<file path="config.mk">
export PLATFORM = sky130hd
export DESIGN_NAME = rtc_bus_scheduler_flat
export DESIGN_NICKNAME = d
export VERILOG_FILES = /design/src/rtl/rtc_pkg.sv /design/src/rtl/rtc_bus_scheduler_if.sv /design/src/rtl/rtc_tick_gen.sv /design/src/rtl/rtc_bus_scheduler.sv /design/src/flat_wrapper.sv
export SDC_FILE = /design/constraint.sdc
export NUM_CORES = 1
export LEC_CHECK = 0
export BUFFER_PORTS_ARGS = -buffer_cell sky130_fd_sc_hd__clkbuf_2
export CAP_MARGIN = 20
export CORE_ASPECT_RATIO = 0.6
export CORE_MARGIN = 3
export CORE_UTILIZATION = 40
export CTS_BUF_LIST = sky130_fd_sc_hd__clkbuf_8 sky130_fd_sc_hd__clkbuf_16
export CTS_CLUSTER_SIZE = 25
export DETAILED_ROUTE_END_ITERATION = 8
export HOLD_SLACK_MARGIN = 0.12
export PLACE_DENSITY = 0.59
export SLEW_MARGIN = 15
export SYNTH_ARGS = -nofsm -noshare
export SYNTH_HDL_FRONTEND = slang
export SYNTH_SLANG_ARGS = --single-unit
</file>
<file path="constraint.sdc">
create_clock -name clk -period 1.7 [get_ports clk]
set_input_delay 0.34 -clock clk [delete_from_list [all_inputs] [get_ports clk]]
set_output_delay 0.34 -clock clk [all_outputs]
set_load 0.02 [all_outputs]
</file>
<file path="src/rtl/rtc_pkg.sv">
// Shared types and defaults for the RTC bus scheduler and its bus muxes.
package rtc_pkg;

  typedef enum logic [2:0] {
    GAP_ST   = 3'd0,
    IDLE     = 3'd1,
    INIT_ST  = 3'd2,
    READ_ST  = 3'd3,
    WRITE_ST = 3'd4
  } state_e;

  localparam int unsigned READ_PERIOD_DEF = 1_000_000;
  localparam int unsigned GAP_DEF         = 4;
  localparam int unsigned TIMEOUT_DEF     = 4096;

  // One-hot engine select, also used to steer the data/control muxes.
  localparam int unsigned SEL_W        = 3;
  localparam int unsigned SEL_INIT_IDX = 0;
  localparam int unsigned SEL_RD_IDX   = 1;
  localparam int unsigned SEL_WR_IDX   = 2;

  typedef logic [SEL_W-1:0] sel_t;

  localparam sel_t SEL_NONE = 3'b000;
  localparam sel_t SEL_INIT = 3'b001;
  localparam sel_t SEL_RD   = 3'b010;
  localparam sel_t SEL_WR   = 3'b100;

  // Select pattern owned by a given scheduler state.
  function automatic sel_t state_to_sel(input state_e s);
    case (s)
      INIT_ST:  return SEL_INIT;
      READ_ST:  return SEL_RD;
      WRITE_ST: return SEL_WR;
      default:  return SEL_NONE;
    endcase
  endfunction

endpackage

</file>
<file path="src/rtl/rtc_bus_scheduler_if.sv">
// Handshake bundle between the scheduler and the three bus engines.
interface rtc_bus_scheduler_if;
  logic en;
  logic req_wr;
  logic done_init;
  logic done_rd;
  logic done_wr;
  logic sel_init;
  logic sel_rd;
  logic sel_wr;
  logic wr_busy;
  logic init_done;
  logic err;

  modport master (
    output en, req_wr, done_init, done_rd, done_wr,
    input  sel_init, sel_rd, sel_wr, wr_busy, init_done, err
  );

  modport slave (
    input  en, req_wr, done_init, done_rd, done_wr,
    output sel_init, sel_rd, sel_wr, wr_busy, init_done, err
  );
endinterface

</file>
<file path="src/rtl/rtc_tick_gen.sv">
// Free-running period counter producing a one-cycle read tick.
module rtc_tick_gen
  import rtc_pkg::*;
#(
  parameter int unsigned PERIOD = READ_PERIOD_DEF
) (
  input  logic clk,
  input  logic reset,
  output logic tick_o
);

  localparam int unsigned CNT_W = (PERIOD > 1) ? $clog2(PERIOD) : 1;

  logic [CNT_W-1:0] cnt_q;
  logic             tick_q;

  // Count 0..PERIOD-1 and flag the terminal count one cycle later.
  always_ff @(posedge clk) begin
    if (reset) begin
      cnt_q  <= '0;
      tick_q <= 1'b0;
    end else begin
      tick_q <= (cnt_q == CNT_W'(PERIOD - 1));
      if (cnt_q == CNT_W'(PERIOD - 1)) cnt_q <= '0;
      else                             cnt_q <= cnt_q + CNT_W'(1);
    end
  end

  assign tick_o = tick_q;

endmodule

</file>
<file path="src/rtl/rtc_bus_scheduler.sv">
// Grants the shared RTC bus to one engine at a time with a turnaround gap
// and aborts grants that never complete.
module rtc_bus_scheduler
  import rtc_pkg::*;
#(
  parameter int unsigned READ_PERIOD = READ_PERIOD_DEF,
  parameter int unsigned GAP         = GAP_DEF,
  parameter int unsigned TIMEOUT     = TIMEOUT_DEF
) (
  input logic                clk,
  input logic                reset,
  rtc_bus_scheduler_if.slave bus
);

  localparam int unsigned GAP_W = (GAP > 1) ? $clog2(GAP) : 1;
  localparam int unsigned TO_W  = (TIMEOUT > 1) ? $clog2(TIMEOUT) : 1;

  state_e           state_q, state_d;
  logic [GAP_W-1:0] gap_q, gap_d;
  logic [TO_W-1:0]  to_q, to_d;
  logic             init_pend_q, init_pend_d;
  logic             rd_pend_q, rd_pend_d;
  logic             wr_pend_q, wr_pend_d;
  logic             init_done_q, init_done_d;
  logic             err_q, err_d;
  sel_t             sel_q;
  logic             wr_busy_q;
  logic             tick;
  logic             done_match;

  rtc_tick_gen #(.PERIOD(READ_PERIOD)) u_tick_gen (
    .clk    (clk),
    .reset  (reset),
    .tick_o (tick)
  );

  // Completion pulse belonging to the engine currently granted.
  always_comb begin
    done_match = 1'b0;
    case (state_q)
      INIT_ST:  done_match = bus.done_init;
      READ_ST:  done_match = bus.done_rd;
      WRITE_ST: done_match = bus.done_wr;
      default:  done_match = 1'b0;
    endcase
  end

  // Arbitration, gap/timeout counting and pending-flag bookkeeping.
  always_comb begin
    state_d     = state_q;
    gap_d       = gap_q;
    to_d        = to_q;
    init_pend_d = init_pend_q;
    rd_pend_d   = rd_pend_q;
    wr_pend_d   = wr_pend_q;
    init_done_d = init_done_q;
    err_d       = err_q;

    case (state_q)
      GAP_ST: begin
        if (gap_q == GAP_W'(GAP - 1)) begin
          state_d = IDLE;
          gap_d   = '0;
        end else begin
          gap_d = gap_q + GAP_W'(1);
        end
      end
      IDLE: begin
        to_d = '0;
        if (bus.en) begin
          if (init_pend_q) begin
            state_d     = INIT_ST;
            init_pend_d = 1'b0;
          end else if (init_done_q && wr_pend_q) begin
            state_d   = WRITE_ST;
            wr_pend_d = 1'b0;
          end else if (init_done_q && rd_pend_q) begin
            state_d   = READ_ST;
            rd_pend_d = 1'b0;
          end
        end
      end
      INIT_ST, READ_ST, WRITE_ST: begin
        // A done on the threshold cycle still counts as completion.
        if (done_match) begin
          state_d = GAP_ST;
          if (state_q == INIT_ST) init_done_d = 1'b1;
        end else if (to_q == TO_W'(TIMEOUT - 1)) begin
          state_d = GAP_ST;
          err_d   = 1'b1;
          if (state_q == INIT_ST) init_pend_d = 1'b1;
        end else begin
          to_d = to_q + TO_W'(1);
        end
      end
      default: state_d = GAP_ST;
    endcase

    // New requests win over the clear on grant entry; reads never queue.
    if (bus.req_wr) wr_pend_d = 1'b1;
    if (tick)       rd_pend_d = 1'b1;
  end

  // State, counters, flags and registered Moore outputs.
  always_ff @(posedge clk) begin
    if (reset) begin
      state_q     <= GAP_ST;
      gap_q       <= '0;
      to_q        <= '0;
      init_pend_q <= 1'b1;
      rd_pend_q   <= 1'b0;
      wr_pend_q   <= 1'b0;
      init_done_q <= 1'b0;
      err_q       <= 1'b0;
      sel_q       <= SEL_NONE;
      wr_busy_q   <= 1'b0;
    end else begin
      state_q     <= state_d;
      gap_q       <= gap_d;
      to_q        <= to_d;
      init_pend_q <= init_pend_d;
      rd_pend_q   <= rd_pend_d;
      wr_pend_q   <= wr_pend_d;
      init_done_q <= init_done_d;
      err_q       <= err_d;
      sel_q       <= state_to_sel(state_d);
      wr_busy_q   <= wr_pend_d | (state_d == WRITE_ST);
    end
  end

  assign bus.sel_init  = sel_q[SEL_INIT_IDX];
  assign bus.sel_rd    = sel_q[SEL_RD_IDX];
  assign bus.sel_wr    = sel_q[SEL_WR_IDX];
  assign bus.wr_busy   = wr_busy_q;
  assign bus.init_done = init_done_q;
  assign bus.err       = err_q;

endmodule

</file>
<file path="src/flat_wrapper.sv">
// flat-port wrapper written by rule: the top's interface ports become plain ports
module rtc_bus_scheduler_flat import rtc_pkg::*;
#(
  parameter int unsigned READ_PERIOD = READ_PERIOD_DEF,
  parameter int unsigned GAP         = GAP_DEF,
  parameter int unsigned TIMEOUT     = TIMEOUT_DEF
)
  (clk, reset, bus_en, bus_req_wr, bus_done_init, bus_done_rd, bus_done_wr, bus_sel_init, bus_sel_rd, bus_sel_wr, bus_wr_busy, bus_init_done, bus_err);
  rtc_bus_scheduler_if bus_i ();
  input logic clk;
  input logic reset;
  input wire logic [$bits(bus_i.en)-1:0] bus_en;
  input wire logic [$bits(bus_i.req_wr)-1:0] bus_req_wr;
  input wire logic [$bits(bus_i.done_init)-1:0] bus_done_init;
  input wire logic [$bits(bus_i.done_rd)-1:0] bus_done_rd;
  input wire logic [$bits(bus_i.done_wr)-1:0] bus_done_wr;
  output wire logic [$bits(bus_i.sel_init)-1:0] bus_sel_init;
  output wire logic [$bits(bus_i.sel_rd)-1:0] bus_sel_rd;
  output wire logic [$bits(bus_i.sel_wr)-1:0] bus_sel_wr;
  output wire logic [$bits(bus_i.wr_busy)-1:0] bus_wr_busy;
  output wire logic [$bits(bus_i.init_done)-1:0] bus_init_done;
  output wire logic [$bits(bus_i.err)-1:0] bus_err;
  assign bus_i.en = bus_en;
  assign bus_i.req_wr = bus_req_wr;
  assign bus_i.done_init = bus_done_init;
  assign bus_i.done_rd = bus_done_rd;
  assign bus_i.done_wr = bus_done_wr;
  assign bus_sel_init = bus_i.sel_init;
  assign bus_sel_rd = bus_i.sel_rd;
  assign bus_sel_wr = bus_i.sel_wr;
  assign bus_wr_busy = bus_i.wr_busy;
  assign bus_init_done = bus_i.init_done;
  assign bus_err = bus_i.err;
  rtc_bus_scheduler #(.READ_PERIOD(READ_PERIOD), .GAP(GAP), .TIMEOUT(TIMEOUT)) u_core (.clk(clk), .reset(reset), .bus(bus_i));
endmodule
</file>
* Word-level counts from Yosys, hierarchy flattened
Index checks and enable logic that the tools add are counted.
Cells by class: reduce and logical (&&, ||, !) cells 14, $add $sub $neg 3, equality and inequality tests 17, mux-type cells 30, bitwise gates (word level) 2
Operator list (number):
- 12-bit 2-to-1 mux | 2
- 12-bit one-hot mux with 2 select lines | 1
- 3-bit 2-to-1 mux | 7
- 20-bit by 1-bit adder with 20-bit output (second input constant) | 1
- 20-bit equality test (second input constant) | 1
- 3-bit one-hot mux with 3 select lines | 2
- 1-bit 2-to-1 mux | 15
- 12-bit by 1-bit adder with 12-bit output (second input constant) | 1
- 12-bit equality test (second input constant) | 1
- 3-bit by 2-bit equality test with 1-bit output (second input constant) | 4
- 2-bit != test (second input constant) | 5
- 5-bit AND reduction | 2
- 3-bit AND reduction | 3
- 2-bit nonzero test | 4
- 3-bit equality test (second input constant) | 2
- 2-bit by 1-bit != test with 1-bit output (second input constant) | 2
- 3-bit by 1-bit equality test with 1-bit output (second input constant) | 1
- 3-bit zero test | 1
- 1-bit one-hot mux with 3 select lines | 1
- 3-bit OR reduction | 1
- 2-bit by 1-bit adder with 2-bit output (second input constant) | 1
- 2-bit equality test (second input constant) | 1
- 1-bit logical AND | 2
- 2-bit 2-to-1 mux | 1
- other kinds (4) | 4
Storage, ports and cells: output and inout port bits 6, register bits 47, bits of input ports 7, word-level logic and storage cells 78

* Longest topological paths before layout
depth after elaboration 8, gate-level depth with buffers 6, mapped depth without buffers 5

* By module
A second synthesis with hierarchy kept.
Unflattened totals: cell total of the unflattened synthesis 256, area total of the unflattened synthesis 2309.7 um^2
Modules (own cells, without submodules):
- rtc_bus_scheduler | cells an instance 150, area an instance 1347.5 um^2, instances 1, sequential area each 520.5 um^2
- rtc_tick_gen | cells an instance 106, area an instance 962.2 um^2, instances 1, sequential area each 420.4 um^2

* Least setup slack after synthesis
No wires, ideal clock.
path type register to register, from reg u_core.u_tick_gen.cnt_q[0], to reg u_core.u_tick_gen.cnt_q[18], buffers on the path 0, setup time 0.070 ns, period minus slack after synthesis 1.869 ns, slack -0.169 ns, data arrival time 1.799 ns, cell stages (with the launch flop) 6, path through dfxtp_1 ha_1 nand4_2 or4_4 or4_1 a21oi_1
Between the ends: word-level cells in the longest chain between the ends 2
Ends and longest elaborated chain:
- start: declaration | line rtc_tick_gen.sv:14 | logic [CNT_W-1:0] cnt_q;
- start signal: assignment | line rtc_tick_gen.sv:25 | else cnt_q <= cnt_q + CNT_W'(1);
- parallel branches: the longest is 2 deep, another holds 20-bit by 1-bit adder with 20-bit output
Several ways; the timed one is not identified. A chain may end at the register's enable or synchronous reset.

* Final worst setup path
from reg u_core.state_q[2], to reg u_core.to_q[6]
Between the ends: word-level cells in the longest chain between the ends 4
Ends and longest elaborated chain:
- start: declaration | line rtc_bus_scheduler.sv:18 | state_e state_q, state_d;
- start signal: assignment | line rtc_bus_scheduler.sv:118 | state_q <= state_d;
- 3-bit equality test / 3-bit by 2-bit equality test with 1-bit output (equally long branches) | line rtc_bus_scheduler.sv:40, rtc_bus_scheduler.sv:59
- 1-bit one-hot mux with 3 select lines / 3-bit OR reduction (equally long branches) | line rtc_bus_scheduler.sv:40, rtc_bus_scheduler.sv:59
- 2-bit != test (no source line) / 2-bit nonzero test (equally long branches)
- 3-bit AND reduction (no source line)
- end signal: assignment | line rtc_bus_scheduler.sv:120 | to_q <= to_d;
- end: declaration | line rtc_bus_scheduler.sv:20 | logic [TO_W-1:0] to_q, to_d;
Parallel ways exist; a longest one is shown, timed or not.

==> reports/qor.yml <==
run_status:
  status: "completed"
floorplan:
  core-area_um2: 5680
  die_x_um: 106
  die_h_um: 66.0
  fp.dieArea_um2: 6990
  top_level_ports: 13
  fp-row-count: 21
  initial_core_util_pct: 42.3
grt:
  antenna_found_initial: 0
  grt-ovfl-total: 0
  track_usage_pct: 17.1
  grt_pass1_vias: 1957
  grt_pass1_wl_um: 9540
  grt_max_degree: 16
clock_tree:
  clk_latency_ns: 0.30
  cts_sinks: 47
  cts-root-buf: "clkbuf_8"
  htreeDepth: 2
  cts_max_path_buffers: 2
  cts_tree: "yes"
  cts-buffers-inserted: 5
  clkTransAtPathRegs_ns: 0.09
  holdBufCountCts: 0
critical_path:
  cp-end-kind: "flip-flop"
  r2r_setup_slack_ns: 0.005
  worstPathRequired_ns: 1.93
  slowest_stage: "or4_1"
  rr_worst_depth: 6
  worstPathCellList: "buf_6 > nor4b_4 > buf_4 > nor4_4 > or4_1 > a21oi_1"
  cp_top_family: "simple AND/OR/NAND/NOR gates"
  r2r_start: "u_core.state_q[2]"
  worstSetupPathType: "reg2reg"
  worst-path-buf-inv: 2
  path_depth: 6
  cpPeakStageDelay_ns: 0.49
  critPathArrivalTime_ns: 1.92
  critPathLaunchType: "flip-flop"
  timing.rr.end: "u_core.to_q[6]"
  cp_max_fo: 7
placed_design:
  gp_congestion: 0.832
  detailedPlace.worstSlack_ns: -0.0912
  dp_cells: 398
  postPlaceCellArea_um2: 2870
  dp_hpwl_um: 4310
  io_buffer_count: 12
route:
  vias_per_cell: 5.28
  dr.pass1.iters: 4
  dr_total_vias: 2179
  wl_per_cell_um: 14.5
  ant_nets: 0
  first_iter_violations: 152
  wl_um: 5980
  drcViolationCount: 0
synthesis:
  ys_types: 56
  synth_top_area_share_pct: 39.2
  synth_common_cells: "dfxtp_1, nor2_1, nand2_1"
  synth_seq_area_share_pct: 39.2
  synth_edf_count: 0
  async_flop_share_pct: 0
  synth.most_common_cell: "dfxtp_1"
  ys_ff_latch: 47
  netlist_instances: 270
  yosys.area.top_type: "dfxtp_1"
  ys_warn_count: 0
  synth_ff_type: "dfxtp_1"
  synthTopCellsByArea: "dfxtp_1, nor2_1, mux2i_1, nand2_1, a21oi_1"
  syn_area_um2: 2400
  avgSynthCellArea_um2: 8.88
  synth_fp_nets: 280
pwr:
  power_density_nw_per_um2: 676
  ir_drop_mv: 0.304
  p_leak_nw: 1.17
layout:
  final_core_util_pct: 56.4
  final_nets: 342
  layout-drive-gt1-share_pct: 38.4
  n_antenna_cell: 0
  instances_no_fill: 413
  syn_to_final_growth_pct: 33.5
  fill_cells: 543
  final_area_um2: 3200
timing:
  rsz0062_at_grt: "yes"
  period_share_pct: 99.7
  skew_ns: 0.0123
  setup_viol_count_final: 0
  hold_viol: 0
  worst_slack_ns: 0.00530
  slew_headroom_pct: 67.8
  fmax_ghz: 0.590
  min_period_ns: 1.69
  drv_slew: 0
  tightest_slew_ns: 0.480
run:
  maxCapViolations: 0
min_path:
  worstHoldEndpoint: "u_core.wr_pend_q"
  hold_class: "in2reg"
  min_path_cells: 3
  hold_path.startpoint: "bus_req_wr"
report_power, final:
group	internal, mW	total (mW)	switching [mW]	leakage (nW)
clock network	0.282	0.649	0.367	0.0453
logic	0.172	0.352	0.180	0.737
registers	1.13	1.17	0.0385	0.391
final cells by class:
class / count / area (um^2) / share of cell area [%]
inverter: 7 / 26.3 / 0.820
clock buffer: 5 / 68.8 / 2.15
sequential: 47 / 985 / 30.7
multi-input combinational: 205 / 1530 / 47.9
tap: 80 / 100 / 3.13
clock inverter: 3 / 16.3 / 0.508
timing repair buffer: 66 / 473 / 14.8
worst max path at each step:
stage,to,start
after floorplan,u_core.u_tick_gen.cnt_q[17],u_core.u_tick_gen.cnt_q[2]
after global placement,u_core.u_tick_gen.cnt_q[16],u_core.u_tick_gen.cnt_q[0]
after detailed placement,u_core.to_q[4],u_core.state_q[0]
after CTS,u_core.sel_q[0],u_core.to_q[0]
after global routing,u_core.to_q[6],u_core.state_q[2]
final,u_core.to_q[6],u_core.state_q[2]
layout by cell type (no fill, tap or decap), types with 2 or more instances in the layout:
cell and n:
o41ai_1 2, nand3_2 2, clkbuf_2 12, nor4b_2 2
or4_1 4, clkbuf_8 5, or3_1 10, buf_4 52
nor4b_4 2, a211oi_1 2, nor4_1 3, or2_2 3
a31oi_1 4, inv_1 8, nand2_1 24, and4_1 3
o21ai_0 6, xor2_1 5, mux2i_1 9, nor3_2 2
nand4_1 10, nor3b_4 2, dfxtp_1 30, xnor2_1 7
and3_1 2, nor3_1 3, buf_6 2, nor3b_1 2
dfxtp_4 9, nor2_1 30, nand3_1 10, a21oi_1 13
dfxtp_2 8, or4_4 3, a31oi_2 2, o31ai_1 3
tightest hold or removal path: stages:
cell	delay [ns]
clkbuf_2	0.08
a21oi_1	0.04
nor2_1	0.07
through the flow:
| stage | TNS, ns | total power, mW | hold WS, ns |
|---|---|---|---|
| after floorplan | -0.00442 | 1.40 | 0.411 |
| after global placement | -0.167 | 1.51 | 0.453 |
| after detailed placement | -0.726 | 1.51 | 0.452 |
| after CTS | -0.0591 | 2.19 | 0.261 |
| after global routing | -0.339 | 2.29 | 0.280 |
| final | 0 | 2.17 | 0.264 |
per-layer routing:
layer  global-route usage (%)  part of all wire [%]  up-vias
li1                         -                     -     1123
met3                     3.90                   4.2        5
met5                        0                     0        -
met2                     22.7                    40       33
met4                     4.52                  0.69        0
met1                     26.8                    56     1018
kinds of logic (layout without fill, tap and decap cells):
kind of cell	count (synthesis)	count (layout)	share of synthesized area [%]
AOI/OAI and AO/OA	45	45	13.6
xor gates and xnor gates	12	12	4.38
adders and majority gates	3	3	1.57
buffers and inverters	18	81	3.81
DFF	47	47	39.2
muxes	10	10	4.23
and+or+nand+nor	135	135	33.2
registers in the layout (all words and copies together) (netlist names):
name and flops:
u_core.u_tick_gen.cnt_q 20, u_core.to_q 12, u_core.sel_q 3, u_core.state_q 3, u_core.gap_q 2, u_core.bus.err 1, u_core.bus.init_done 1, u_core.bus.wr_busy 1
u_core.init_pend_q 1, u_core.rd_pend_q 1, u_core.u_tick_gen.tick_o 1, u_core.wr_pend_q 1
what timing repair did:
action	CTS	global route
buffers inserted	3	3
gates resized for setup	19	38
cloned	0	1
endpoints found under the setup margin	25	32
pin swaps	6	13
No activity file was read; power rests on OpenSTA's default activity.
